--- src/rtl/shift_unit_mc_pkg.sv ---
// Shared definitions for the multi-cycle shift unit: op encodings, FSM states
// and the shift-amount width helper.
package shift_pkg;

  localparam logic [1:0] SH_SRL = 2'b00;
  localparam logic [1:0] SH_SLL = 2'b01;
  localparam logic [1:0] SH_SRA = 2'b10;
  localparam logic [1:0] SH_ROR = 2'b11;

  typedef enum logic [1:0] {
    IDLE  = 2'd0,
    SHIFT = 2'd1,
    DONE  = 2'd2
  } state_e;

  // Shift-amount width: log2 of the (power-of-two) operand width.
  function automatic int calc_shw(input int xlen);
    int w;
    w = 0;
    while ((1 << w) < xlen) w++;
    return w;
  endfunction

endpackage

--- src/rtl/shift_unit_mc_if.sv ---
// Request/result bundle of the shift unit; slave is the unit, master the issuer.
interface shift_unit_mc_if #(
  parameter int XLEN = 32
) ();
  import shift_pkg::*;

  localparam int SHW = calc_shw(XLEN);

  logic            in_valid;
  logic            in_ready;
  logic [XLEN-1:0] a;
  logic [SHW-1:0]  shamt;
  logic [1:0]      op;
  logic            out_valid;
  logic            out_ready;
  logic [XLEN-1:0] r;
  logic            busy;

  modport master (
    output in_valid, a, shamt, op, out_ready,
    input  in_ready, out_valid, r, busy
  );

  modport slave (
    input  in_valid, a, shamt, op, out_ready,
    output in_ready, out_valid, r, busy
  );

endinterface

--- src/rtl/shift_unit_mc_step.sv ---
// Combinational single-step shifter: moves the word by 0..STEP positions
// according to op. Only a STEP-wide amount is decoded to keep the mux small.
module shift_step
  import shift_pkg::*;
#(
  parameter int XLEN = 32,
  parameter int STEP = 1
) (
  input  logic [XLEN-1:0]             word,
  input  logic [$clog2(STEP+1)-1:0]   amount,
  input  logic [1:0]                  op,
  output logic [XLEN-1:0]             result
);

  localparam int LW = $clog2(XLEN) + 1;

  logic signed [XLEN-1:0] word_s;
  logic [XLEN-1:0]        srl_res;
  logic [XLEN-1:0]        sll_res;
  logic [XLEN-1:0]        sra_res;
  logic [XLEN-1:0]        ror_res;
  logic [LW-1:0]          wrap_amt;

  assign word_s   = word;
  // amount == 0 gives wrap_amt == XLEN, which shifts the wrapped part fully out.
  assign wrap_amt = LW'(XLEN) - LW'(amount);
  assign srl_res  = word >> amount;
  assign sll_res  = word << amount;
  assign sra_res  = $unsigned(word_s >>> amount);
  assign ror_res  = (word >> amount) | (word << wrap_amt);

  always_comb begin
    result = srl_res;
    case (op)
      SH_SRL:  result = srl_res;
      SH_SLL:  result = sll_res;
      SH_SRA:  result = sra_res;
      SH_ROR:  result = ror_res;
      default: result = srl_res;
    endcase
  end

endmodule

--- src/rtl/shift_unit_mc.sv ---
// Multi-cycle shift unit: accepts one request, shifts up to STEP bits per clock,
// then holds the result until the consumer takes it.
module shift_unit_mc
  import shift_pkg::*;
#(
  parameter int XLEN = 32,
  parameter int STEP = 1
) (
  input  logic             clk,
  input  logic             rst,
  shift_unit_mc_if.slave   bus
);

  localparam int SHW = calc_shw(XLEN);
  localparam int AW  = $clog2(STEP + 1);
  localparam logic [SHW:0] STEP_W = (SHW+1)'(STEP);

  state_e          state_q, state_d;
  logic [XLEN-1:0] work_q, work_d;
  logic [SHW-1:0]  rem_q, rem_d;
  logic [1:0]      op_q, op_d;
  logic [AW-1:0]   step_amt;
  logic [XLEN-1:0] step_out;

  // Step size is min(STEP, rem); rem never exceeds XLEN-1 so it fits in SHW bits.
  always_comb begin
    if ({1'b0, rem_q} >= STEP_W) step_amt = AW'(STEP);
    else                         step_amt = AW'(rem_q);
  end

  shift_step #(
    .XLEN (XLEN),
    .STEP (STEP)
  ) u_step (
    .word   (work_q),
    .amount (step_amt),
    .op     (op_q),
    .result (step_out)
  );

  always_comb begin
    state_d = state_q;
    work_d  = work_q;
    rem_d   = rem_q;
    op_d    = op_q;
    case (state_q)
      IDLE: begin
        if (bus.in_valid) begin
          work_d  = bus.a;
          rem_d   = bus.shamt;
          op_d    = bus.op;
          state_d = (bus.shamt != '0) ? SHIFT : DONE;
        end
      end
      SHIFT: begin
        work_d = step_out;
        rem_d  = rem_q - SHW'(step_amt);
        if (rem_d == '0) state_d = DONE;
      end
      DONE: begin
        if (bus.out_ready) state_d = IDLE;
      end
      default: state_d = IDLE;
    endcase
  end

  always_ff @(posedge clk or posedge rst) begin
    if (rst) begin
      state_q <= IDLE;
      work_q  <= '0;
      rem_q   <= '0;
      op_q    <= SH_SRL;
    end else begin
      state_q <= state_d;
      work_q  <= work_d;
      rem_q   <= rem_d;
      op_q    <= op_d;
    end
  end

  // The working register doubles as the result register; outputs come only from flops.
  assign bus.in_ready  = (state_q == IDLE);
  assign bus.out_valid = (state_q == DONE);
  assign bus.busy      = (state_q != IDLE);
  assign bus.r         = work_q;

endmodule
--- src/flat_wrapper.sv ---
// flat-port wrapper written by rule: the top's interface ports become plain ports
module shift_unit_mc_flat import shift_pkg::*;
#(
  parameter int XLEN = 32,
  parameter int STEP = 1
)
  (clk, rst, bus_in_valid, bus_a, bus_shamt, bus_op, bus_out_ready, bus_in_ready, bus_out_valid, bus_r, bus_busy);
  shift_unit_mc_if #(.XLEN(XLEN)) bus_i ();
  input  logic clk;
  input  logic rst;
  input wire logic [$bits(bus_i.in_valid)-1:0] bus_in_valid;
  input wire logic [$bits(bus_i.a)-1:0] bus_a;
  input wire logic [$bits(bus_i.shamt)-1:0] bus_shamt;
  input wire logic [$bits(bus_i.op)-1:0] bus_op;
  input wire logic [$bits(bus_i.out_ready)-1:0] bus_out_ready;
  output wire logic [$bits(bus_i.in_ready)-1:0] bus_in_ready;
  output wire logic [$bits(bus_i.out_valid)-1:0] bus_out_valid;
  output wire logic [$bits(bus_i.r)-1:0] bus_r;
  output wire logic [$bits(bus_i.busy)-1:0] bus_busy;
  assign bus_i.in_valid = bus_in_valid;
  assign bus_i.a = bus_a;
  assign bus_i.shamt = bus_shamt;
  assign bus_i.op = bus_op;
  assign bus_i.out_ready = bus_out_ready;
  assign bus_in_ready = bus_i.in_ready;
  assign bus_out_valid = bus_i.out_valid;
  assign bus_r = bus_i.r;
  assign bus_busy = bus_i.busy;
  shift_unit_mc #(.XLEN(XLEN), .STEP(STEP)) u_core (.clk(clk), .rst(rst), .bus(bus_i));
endmodule
--- config.mk ---
export PLATFORM = sky130hd
export DESIGN_NAME = shift_unit_mc_flat
export DESIGN_NICKNAME = d
export VERILOG_FILES = /design/src/rtl/shift_unit_mc_pkg.sv /design/src/rtl/shift_unit_mc_if.sv /design/src/rtl/shift_unit_mc_step.sv /design/src/rtl/shift_unit_mc.sv /design/src/flat_wrapper.sv
export SDC_FILE = /design/constraint.sdc
export NUM_CORES = 1
export LEC_CHECK = 0
export CORE_UTILIZATION = 50
export DETAILED_ROUTE_END_ITERATION = 12
export PLACE_DENSITY = 0.84
export SKIP_CTS_REPAIR_TIMING = 1
export SLEW_MARGIN = 20
export SYNTH_ARGS = -nofsm -noshare
export SYNTH_HDL_FRONTEND = slang
export SYNTH_SLANG_ARGS = --single-unit
--- constraint.sdc ---
create_clock -name clk -period 5.05 [get_ports clk]
set_clock_uncertainty 0.15 [all_clocks]
set_input_delay 1.01 -clock clk [delete_from_list [all_inputs] [get_ports clk]]
set_output_delay 1.01 -clock clk [all_outputs]
set_load 0.01 [all_outputs]
==> results of run 1 <==
[final cells by class]
| cell class | count | area, um2 | area share, % |
|---|---|---|---|
| timing repair buffer | 83 | 815.8 | 21.71 |
| multi-input combinational | 216 | 1668 | 44.39 |
| clock buffer | 5 | 68.82 | 1.832 |
| sequential | 41 | 1026 | 27.31 |
| clock inverter | 3 | 65.06 | 1.732 |
| inverter | 7 | 26.28 | 0.6993 |
| tap | 70 | 87.58 | 2.331 |
[cell usage in the layout, fill, tap and decap left out, drive strengths merged, types with 2 or more instances in the layout]
cell type / n
o22a: 27
nand2b: 2
buf: 6
o22ai: 31
nor2: 8
a21oi: 35
or4: 2
dfrtp: 41
inv: 7
o31ai: 3
a31oi: 2
clkbuf: 5
nand2: 8
o21ai: 5
nor3b: 2
mux2: 33
mux2i: 29
nor2b: 6
nor3: 2
clkdlybuf4s50: 77
bufinv: 2
ha: 2
a32oi: 2
[worst max-delay path: stages]
cell and delay, ps:
clkdlybuf4s50_1 460, buf_4 360, nand2b_1 700, o31ai_1 650, o21a_1 180, a31o_2 100
[path summary, 6_finish.rpt]
check / start / slack (ps) / cells after the start / endpoint
worst min-delay path: u_core.state_q[0] / 380 / 1 / u_core.rem_q[2]
max in group asynchronous: rst / 3390 / 3 / u_core.bus.r[4]
min in group asynchronous: rst / 980 / 3 / u_core.bus.r[8]
worst max-delay path: bus_in_valid / 1670 / 6 / u_core.state_q[1]
worst min register to register: u_core.state_q[0] / 380 / 1 / u_core.rem_q[2]
worst max register to register: u_core.rem_q[0] / 1850 / 9 / u_core.state_q[1]
[flip-flops by register name (all words and copies together), names as in the netlist]
register        count
u_core.rem_q        5
u_core.bus.r       32
u_core.state_q      2
u_core.op_q         2
[report_power, final]
group	switching, mW	internal (mW)	leakage [nW]	total, mW
logic	0.662	0.778	1.04	1.44
registers	0.237	0.492	0.456	0.729
clock network	0.124	0.197	0.0681	0.320
total	1.02	1.47	1.56	2.49
[per-stage QoR]
| step | hold slack, ps | instances | worst slack [ps] |
|---|---|---|---|
| final | 375.6 | 425 | 1666 |
| after global routing | 405.2 | 425 | 1555 |
| after CTS | 372.1 | 425 | 1720 |
| after detailed placement | 359.7 | 417 | 1416 |
| after global placement | 348.5 | 417 | 1519 |
| after floorplan | 366.3 | 291 | 2516 |
[metal layers]
metal / part of all wire (%) / up-vias / global-route usage (%)
met4: 1.8 / 0 / 9.245
met2: 47 / 115 / 42.30
li1: - / 1258 / -
met3: 6.0 / 15 / 4.643
met5: 0 / - / 0
met1: 45 / 1288 / 36.31
[cell families (layout without fill, tap and decap cells)]
logic type,Yosys count,in the layout
flops,41,41
simple gates,35,35
compound gates,115,115
mux,62,62
buf+inv,34,98
fa+ha+maj,2,2
xor+xnor,2,2
[cell usage after synthesis, types with 2 or more instances]
cell / instances
mux2_2: 32
a21oi_1: 35
nor3_1: 2
nor3b_1: 2
o21ai_0: 5
a31oi_1: 2
buf_2: 7
or4_1: 2
o31ai_1: 3
buf_1: 2
nor2b_1: 6
dfrtp_1: 41
a32oi_1: 2
ha_1: 2
inv_1: 7
o22a_1: 27
nand2_1: 8
nand2b_1: 2
clkbuf_1: 18
o22ai_1: 31
nor2_1: 8
mux2i_1: 29
==> reports/qor.yml, run 1 <==
grt:
  grt_use_total_pct: 26.60
  antenna_found_initial: 0
  gr-total-overflow: 0
  grt_max_degree: 43
  grt_first_pass_wirelength_um: 12730
  grt_pass1_vias: 2550
clock_network:
  numClockSinks: 41
  clk_pin_slew_ps: 80
  cts-root-buf: "clkbuf_8"
  tritoncts: "yes"
  h-tree-depth: 2
  cts_buffer_depth: 2
  clk_latency_ps: 300
  cts_made_buffers: 5
flow_run:
  cap_violations: 0
critical_path:
  cp.required_ps: 5140
  startpoint_type: "input pin"
  crit_type: "in2reg"
  cp_max_fo: 37
  cp.arrival_ps: 3480
  end_kind: "register"
route:
  vias: 2676
  dr.pass1.iters: 5
  drc: 0
  routedWlPerCell_um: 18.02
  viasPerCell: 6.296
  initialDrtViolationCount: 293
  routed_wl_um: 7657
  ant_nets: 0
synthesis:
  synthAdderAreaFrac_pct: 0.8861
  synth_cell_type_count: 40
  synth_cells: 291
  synth_enable_flop_cells: 0
  syn_area_per_cell_um2: 9.704
  ys_seq_elements: 41
  synth-simple-area-share_pct: 6.424
  synth_flop_cell: "dfrtp_1"
  synthArstFlopShare_pct: 100.0
  yosysWarnings: 0
  synth_area_um2: 2824
  synth-seq-area-share_pct: 36.33
  synth_top_area_share_pct: 36.33
  yosys-top-cells-area: "dfrtp_1, mux2_2, mux2i_1"
  muxShareOfSynthArea_pct: 23.57
  synth_top_family_by_area: "compound AO/OA/AOI/OAI gates"
  synth_xor_area_share_pct: 0.6203
  synth_compound_area_share_pct: 27.34
  yosysTopAreaCell: "dfrtp_1"
  synth.net_count: 336
floorplan:
  dieArea_um2: 5952
  die_h_um: 77.15
  core_um2: 5270
  start_util_pct: 53.58
  die_w_um: 77.15
  ios: 78
  num_rows: 26
outcome:
  status: "finished, final reports clean"
sta:
  setup_viol_count_final: 0
  slew-limit-headroom_pct: 24.14
  hold_viol: 0
  drv_slew: 0
  final.setup.tns_ps: 0
  grt_setup_unrepaired: "no"
  fin_crit_ps: 3384
  min_period_over_period_pct: 67.02
  fmax_ghz: 0.2955
  tightest_slew_ps: 1138
layout:
  fin_nets: 399
  fillerInstances: 392
  final_layout_size_suffix_gt1_share_pct: 14.65
  finish.instance_area_um2: 3757
  fin_util_pct: 71.30
  area_growth_pct: 33.05
  diodes: 0
power:
  power.total_mw: 2.491
  peakVddDrop_uv: 298.8
  power_density_nw_per_um2: 662.8
  p_leak_nw: 1.560
place:
  place_area_um2: 3623
  gp_congestion: 0.8998
  portBuffers: 77
  dp_hpwl_um: 4751
hold_path:
  hp-class: "reg2reg"
Note: power is estimated with default switching activity, not from simulation.
==> inputs of run 2 (changes only) <==
CORE_UTILIZATION = 44   (was 50)
PLACE_DENSITY = 0.78   (was 0.84)
clock period = 2.85 ns   (was 5.05 ns; I/O delays follow)
==> run 2 against run 1 <==
Against the previous run:
- die area grew 13%
- combinational power is 80% higher
- register-to-register slack got worse by 1500 ps
- critical path depth increased by 3
- first-iteration DRC count shrank 45%
- count of clock-buffer cells in the layout rose by 2
- final cell count is 2.1% higher
- sequential power is 74% higher
- utilization shrank 9.0 points
- largest power group unchanged
==> reports/qor.yml, run 2 (synthesized netlist as in run 1, its figures left out) <==
hold_path:
  hp-class: "reg2reg"
  hold_depth: 2
floorplan:
  die_w_um: 82.11
  num_rows: 28
  core_um2: 6061
  start_util_pct: 46.59
  die_h_um: 82.11
  dieArea_um2: 6742
  ios: 78
clock_network:
  cts_buffer_depth: 2
  cts-root-buf: "clkbuf_8"
  h-tree-depth: 2
  clk_latency_ps: 290
  cts_made_buffers: 5
  tritoncts: "yes"
  numClockSinks: 41
  clk_pin_slew_ps: 80
layout:
  fin_nets: 403
  fin_util_pct: 62.26
  finish.instance_area_um2: 3774
  largest_reg_flops: 32
  mostFrequentLayoutCell: "clkdlybuf4s50_1"
  diodes: 0
  fin_cells: 434
  layout_common_cells: "clkdlybuf4s50_1, dfrtp_1, a21oi_1, mux2_2, o22ai_1"
  area_growth_pct: 33.63
  final_layout_size_suffix_gt1_share_pct: 15.60
route:
  initialDrtViolationCount: 162
  routed_wl_um: 7422
  drc: 0
  dr.pass1.iters: 4
  ant_nets: 0
  routedWlPerCell_um: 17.10
  viasPerCell: 5.935
  vias: 2576
place:
  place_inst: 426
  portBuffers: 77
  dp_slack_ps: 338.6
  gp_congestion: 0.9321
  dp_hpwl_um: 4971
  place_area_um2: 3672
grt:
  grt_use_total_pct: 23.38
  gr-total-overflow: 0
  grt_first_pass_wirelength_um: 12020
  grt_pass1_vias: 2383
  antenna_found_initial: 0
  grt_max_degree: 43
sta:
  tightest_slew_ps: 739.0
  setup_viol_count_final: 0
  fmax_ghz: 0.3922
  min_period_over_period_pct: 89.46
  hold_viol: 0
  drv_slew: 0
  grt_setup_unrepaired: "no"
  slew-limit-headroom_pct: 50.28
  worst_slack_ps: 300.4
  fin_crit_ps: 2550
  final.setup.tns_ps: 0
flow_run:
  cap_violations: 0
power:
  p_leak_nw: 1.568
  peakVddDrop_uv: 641.9
  power_density_nw_per_um2: 1134
critical_path:
  crit_type: "reg2reg"
  reg2reg_depth: 9
  cp.required_ps: 2890
  cp_max_fo: 4
  startpoint_type: "register"
  cp.arrival_ps: 2590
  end_kind: "register"
outcome:
  status: "finished, final reports clean"
-- run 2: cell type report --
cell class	instances	area, um2
timing repair buffer	87	858.3
multi-input combinational	216	1668
sequential	41	1026
inverter	7	26.28
fill	535	2287
tap	75	93.84
clock buffer	7	96.34
clock inverter	1	5.005
-- run 2: worst max-delay path, stage by stage (launching register included) --
cell and delay [ps]:
dfrtp_1 390, or2_1 280, or4_2 570, nand2_1 130, inv_1 50, ha_1 230, nor3b_1 160, xor2_1 130
nand2_1 100, a31o_2 250
-- run 2: final timing paths --
check                                       from                 to  slack, ps
worst max-delay path             u_core.rem_q[0]  u_core.state_q[1]        300
worst min-delay path            u_core.bus.r[31]   u_core.bus.r[31]        450
worst max register to register   u_core.rem_q[0]  u_core.state_q[1]        300
worst min register to register  u_core.bus.r[31]   u_core.bus.r[31]        450
max in group asynchronous                    rst    u_core.bus.r[5]       1630
min in group asynchronous                    rst   u_core.bus.r[14]        560
-- run 2: metal layers --
layer | share of wire (%) | track usage [%] | vias up
met5 | 0 | 0 | -
met4 | 0.94 | 5.088 | 0
met3 | 4.4 | 3.516 | 9
met2 | 50 | 39.50 | 76
met1 | 45 | 31.58 | 1230
li1 | - | - | 1261
-- run 2: metrics by stage --
step | power [mW] | hold slack, ps
6_report | 4.279 | 446.6
4_1_cts | 4.298 | 434.9
3_3_place_gp | 3.772 | 390.3
3_5_place_dp | 3.853 | 408.8
2_1_floorplan | 2.915 | 366.3
5_1_grt | 4.612 | 462.7
-- run 2: where the power goes --
part	total [mW]	switching, mW	internal, mW	leakage (nW)
Sequential	1.27	0.395	0.873	0.456
Combinational	2.59	1.18	1.41	1.06
Clock	0.420	0.201	0.219	0.0542
==> inputs of run 3 (changes only) <==
ABC_CLOCK_PERIOD_IN_PS = 2850   (was not set)
==> results of run 3 <==
No change in the layout: final DEF, timing and power equal those of run 2.
